$ cat config.mk
export PLATFORM = sky130hd
export DESIGN_NAME = halfband_filter_interp
export DESIGN_NICKNAME = d
export VERILOG_FILES = /design/src/rtl/halfband_filter_interp_pkg.sv /design/src/rtl/halfband_interp_mac.sv /design/src/rtl/halfband_filter_interp.sv
export SDC_FILE = /design/constraint.sdc
export NUM_CORES = 1
export LEC_CHECK = 0
export ABC_AREA = 1
export BUFFER_PORTS_ARGS = -buffer_cell sky130_fd_sc_hd__buf_2
export CORE_MARGIN = 2
export CORE_UTILIZATION = 45
export DETAILED_ROUTE_END_ITERATION = 16
export PLACE_DENSITY = 0.71
export SYNTH_ARGS = -nofsm -noshare
export SYNTH_HDL_FRONTEND = slang
export SYNTH_SLANG_ARGS = --single-unit
$ cat constraint.sdc
create_clock -name clk -period 10 [get_ports clk]
set_input_delay 2 -clock clk [delete_from_list [all_inputs] [get_ports clk]]
set_output_delay 2 -clock clk [all_outputs]
set_load 0.005 [all_outputs]
$ cat src/rtl/halfband_filter_interp_pkg.sv
// rtl/halfband_filter_interp_pkg.sv - shared widths, coefficients, limits and FSM encoding for the halfband interpolator
package halfband_filter_interp_pkg;

  localparam int W     = 18;
  localparam int ACC_W = 37;

  localparam logic signed [W-1:0] H1 = -18'sd9220;
  localparam logic signed [W-1:0] H3 = 18'sd74920;

  localparam logic signed [W-1:0] SAT_MAX = {1'b0, {(W-1){1'b1}}};
  localparam logic signed [W-1:0] SAT_MIN = {1'b1, {(W-1){1'b0}}};

  typedef enum logic [1:0] {
    IDLE  = 2'd0,
    MAC_A = 2'd1,
    MAC_B = 2'd2,
    DONE  = 2'd3
  } state_e;

  // Clip a 2s17 value to 1s17: overflow exactly when the two top bits differ.
  function automatic logic signed [W-1:0] sat_2s17(input logic signed [W:0] v);
    if (v[W] != v[W-1]) begin
      return v[W] ? SAT_MIN : SAT_MAX;
    end
    return v[W-1:0];
  endfunction

endpackage

$ cat src/rtl/halfband_interp_mac.sv
// rtl/halfband_interp_mac.sv - odd-phase pre-add, shared multiply, accumulate and saturate
module halfband_interp_mac
  import halfband_filter_interp_pkg::*;
(
  input  logic                clk,
  input  logic                rst_n,
  input  state_e              state_i,
  input  logic signed [W-1:0] x0_i,
  input  logic signed [W-1:0] x1_i,
  input  logic signed [W-1:0] x2_i,
  input  logic signed [W-1:0] x3_i,
  output logic signed [W-1:0] odd_o
);

  logic signed [W:0]       pre;
  logic signed [W-1:0]     coef;
  logic signed [ACC_W-1:0] prod;
  logic signed [ACC_W-1:0] acc_d, acc_q;
  logic signed [W-1:0]     odd_d, odd_q;

  // Symmetric taps share one coefficient, so the pair is summed before the multiply.
  always_comb begin
    if (state_i == MAC_B) begin
      pre  = {x1_i[W-1], x1_i} + {x2_i[W-1], x2_i};
      coef = H3;
    end else begin
      pre  = {x0_i[W-1], x0_i} + {x3_i[W-1], x3_i};
      coef = H1;
    end
    prod = ACC_W'(coef) * ACC_W'(pre);
  end

  always_comb begin
    acc_d = acc_q;
    odd_d = odd_q;
    case (state_i)
      MAC_A:   acc_d = prod;
      MAC_B:   acc_d = acc_q + prod;
      DONE:    odd_d = sat_2s17(acc_q[2*W-1:W-1]);
      default: ;
    endcase
  end

  always_ff @(posedge clk or negedge rst_n) begin
    if (!rst_n) begin
      acc_q <= '0;
      odd_q <= '0;
    end else begin
      acc_q <= acc_d;
      odd_q <= odd_d;
    end
  end

  assign odd_o = odd_q;

endmodule

$ cat src/rtl/halfband_filter_interp.sv
// rtl/halfband_filter_interp.sv - 7-tap halfband interpolate-by-2: delay line, MAC sequencer, phase and output mux
module halfband_filter_interp
  import halfband_filter_interp_pkg::*;
(
  input  logic                clk,
  input  logic                reset,
  input  logic                in_clk_en,
  input  logic                out_clk_en,
  input  logic signed [W-1:0] x_in,
  output logic signed [W-1:0] y,
  output logic                y_valid,
  output logic                err
);

  logic signed [W-1:0] x0_d, x0_q, x1_d, x1_q, x2_d, x2_q, x3_d, x3_q;
  logic signed [W-1:0] y_d, y_q;
  logic signed [W-1:0] odd;
  logic                y_valid_d, y_valid_q;
  logic                err_d, err_q;
  logic                phase_d, phase_q;
  state_e              state_d, state_q;

  halfband_interp_mac u_mac (
    .clk     (clk),
    .rst_n   (reset),
    .state_i (state_q),
    .x0_i    (x0_q),
    .x1_i    (x1_q),
    .x2_i    (x2_q),
    .x3_i    (x3_q),
    .odd_o   (odd)
  );

  always_comb begin
    x0_d      = x0_q;
    x1_d      = x1_q;
    x2_d      = x2_q;
    x3_d      = x3_q;
    y_d       = y_q;
    y_valid_d = 1'b0;
    err_d     = err_q;
    phase_d   = phase_q;
    state_d   = state_q;
    if (in_clk_en) begin
      x0_d      = x_in;
      x1_d      = x0_q;
      x2_d      = x1_q;
      x3_d      = x2_q;
      y_d       = x1_q;
      y_valid_d = 1'b1;
      phase_d   = 1'b1;
      state_d   = MAC_A;
      if (state_q != IDLE || !out_clk_en) err_d = 1'b1;
    end else begin
      case (state_q)
        MAC_A:   state_d = MAC_B;
        MAC_B:   state_d = DONE;
        default: state_d = IDLE;
      endcase
      // An early or repeated odd strobe still emits whatever odd value is held.
      if (out_clk_en) begin
        y_d       = odd;
        y_valid_d = 1'b1;
        phase_d   = 1'b0;
        if (state_q != IDLE || !phase_q) err_d = 1'b1;
      end
    end
  end

  always_ff @(posedge clk or negedge reset) begin
    if (!reset) begin
      x0_q      <= '0;
      x1_q      <= '0;
      x2_q      <= '0;
      x3_q      <= '0;
      y_q       <= '0;
      y_valid_q <= 1'b0;
      err_q     <= 1'b0;
      phase_q   <= 1'b0;
      state_q   <= IDLE;
    end else begin
      x0_q      <= x0_d;
      x1_q      <= x1_d;
      x2_q      <= x2_d;
      x3_q      <= x3_d;
      y_q       <= y_d;
      y_valid_q <= y_valid_d;
      err_q     <= err_d;
      phase_q   <= phase_d;
      state_q   <= state_d;
    end
  end

  assign y       = y_q;
  assign y_valid = y_valid_q;
  assign err     = err_q;

endmodule

==> flow_summary.json <==
{
  "ios": 42,
  "die_w_um": 212,
  "post_cts_buffers": 0,
  "ys_types": 54,
  "post_cts_resized": 0,
  "wl_per_cell_um": 17.7,
  "syn_avg_cell_area_um2": 7.91,
  "place_area_um2": 20400,
  "clk_latency_ns": 0.44,
  "period_needed_ns": 9.34,
  "clock-root-buffer": "clkbuf_16",
  "viasPerCell": 5.26,
  "initial_core_util_pct": 45.5,
  "cts_hold_buf": 0,
  "status": "complete, no violations",
  "synth_area_um2": 19500,
  "clockBufferDepth": 2,
  "synth_compound_area_share_pct": 10.8,
  "final_nets": 2965,
  "maxCapViolations": 0,
  "synth.largest_area_cell": "fa_1",
  "crit_path_end_kind": "flip-flop",
  "finalClockSkew_ns": 0.0133,
  "stdcell_area_um2": 21100,
  "die_area_um2": 45100,
  "core_um2": 43000,
  "crit_required_ns": 10.33,
  "tns_ns": 0,
  "path_clk_slew_ns": 0.06,
  "grt.overflow.total": 0,
  "gp_congestion": 0.968,
  "grt_pass1_vias": 16600,
  "dp_cells": 3070,
  "grt_pass1_wl_um": 88200,
  "final_cell_mix": "nand2_1, inv_1, fa_1",
  "yosysWarningCount": 0,
  "synth_flop_cell": "dfrtp_1",
  "slew_violations": 0,
  "area_growth_pct": 7.85,
  "layout-drive-gt1-share_pct": 6.99,
  "dpl.hpwl_um": 46000,
  "synth_fa_ha_area_share_pct": 37.6,
  "synth-seq-area-share_pct": 18.8,
  "final_cells": 3102,
  "mostFrequentLayoutCell": "nand2_1",
  "routed_wirelength_um": 54800,
  "firstDrtPassIters": 5,
  "cp_max_fo": 6,
  "netlist_instances": 2469,
  "synth_top_family_by_area": "adder cells",
  "crit_arrival_ns": 9.67,
  "start_kind": "flip-flop",
  "cts_sinks": 147,
  "die_h_um": 212,
  "cts.htree.levels": 4,
  "hold_violations": 0,
  "ant_nets": 0,
  "rsz0062_at_grt": "no",
  "track_usage_pct": 25.3,
  "synth_edf_count": 0,
  "cp_slowest_stage_delay_ns": 0.58,
  "crit_top_cell": "fa_1",
  "synthArstFlopShare_pct": 100,
  "ys_ff_latch": 147,
  "cts_tree": "done",
  "tightestPinTransition_ns": 1.23,
  "critPathKind": "flip-flop to flip-flop",
  "fill_cells": 4279,
  "synthMuxAreaShare_pct": 0,
  "grt_max_degree": 77,
  "drt-initial-drc-count": 1341,
  "port_buffers": 41,
  "setup_viol": 0,
  "critPathSlowestCell": "o21ai_0",
  "yosys.area_share.simple_pct": 19.2,
  "antenna_found_initial": 1,
  "slew_headroom_pct": 17.6,
  "via_count": 16300,
  "drc": 0,
  "cts_buffers": 17,
  "synth_area_leaders": "fa_1, dfrtp_1, ha_1",
  "netlist.area_leader.share_pct": 25.3,
  "antenna_cells": 0,
  "row_count": 76,
  "fmax_mhz": 107,
  "min_period_over_period_pct": 93.4,
  "synthXorXnorAreaFrac_pct": 1.75,
  "hold_class": "flip-flop to flip-flop"
}
[kinds of logic after synthesis]
kind of cell	after synthesis
DFF	147
buffers and inverters	607
adders and majority gates	439
AOI/OAI and AO/OA	354
xor gates and xnor gates	39
and+or+nand+nor	881
other	2
[worst max-delay path, delay by kind of cell, from the launching register on]
family | cells | cell delay, ns
compound gates | 6 | 1.78
fa+ha+maj | 10 | 4.53
buf+inv | 4 | 0.30
flops | 1 | 0.40
simple gates | 17 | 2.20
[cell usage after synthesis, drive strengths merged (19+ instances only)]
master  count
a21oi     145
clkbuf     36
dfrtp     147
fa        247
ha        192
inv       558
nand2     601
nand3      89
nor2      128
nor3       19
o21ai     108
o221ai     19
xor2       27
[final timing paths]
path                          from         endpoint  slack [ns]  cells after the start
setup reg to reg           x2_q[0]  u_mac.acc_q[35]        0.66                     37
min in group asynchronous    reset  u_mac.acc_q[10]        1.54                      1
max in group asynchronous    reset            y[12]        6.93                      2
hold / removal                 err              err        0.46                      1
setup / recovery           x2_q[0]  u_mac.acc_q[35]        0.66                     37
hold reg to reg                err              err        0.46                      1
[final cells by class]
type                    count  area (um2)  area share (%)
clock buffers              18         429            2.04
well taps                 585         732            3.47
flip-flops and latches    147        3680            17.5
clock inverters            14         200           0.950
inverters                 560        2100            9.99
multi-input cells        1722       13600            64.6
repair buffers             56         324            1.54
[sequential cells by signal (all words and copies together), names as in the netlist, named ones only]
register / count
u_mac.odd_o: 18
x1_q: 18
y_valid: 1
x0_q: 18
x3_q: 18
u_mac.acc_q: 33
phase_q: 1
err: 1
y: 18
state_q: 2
x2_q: 18
[per-layer routing]
| metal | vias up | routed length [um] | track usage, % | part of all wire (%) |
|---|---|---|---|---|
| met5 | - | 13 | 0 | 0.024 |
| met1 | 7971 | 23800 | 33.8 | 43 |
| met3 | 108 | 2980 | 3.66 | 5.4 |
| met4 | 2 | 1990 | 8.63 | 3.6 |
| met2 | 512 | 26100 | 42.0 | 48 |
| li1 | 7731 | - | - | - |
[stage by stage]
stage          utilization [%]  hold slack, ns  setup WS, ns
5_1_grt                   49.0           0.486        0.0288
6_report                  49.0           0.462         0.659
3_3_place_gp              47.5           0.442         0.711
2_1_floorplan                -           0.448          1.78
4_1_cts                   49.0           0.461         0.673
3_5_place_dp              47.5           0.439         0.721
Power is not shown: default switching activity piles up to over one toggle a cycle in this logic, so the estimate is an artifact.
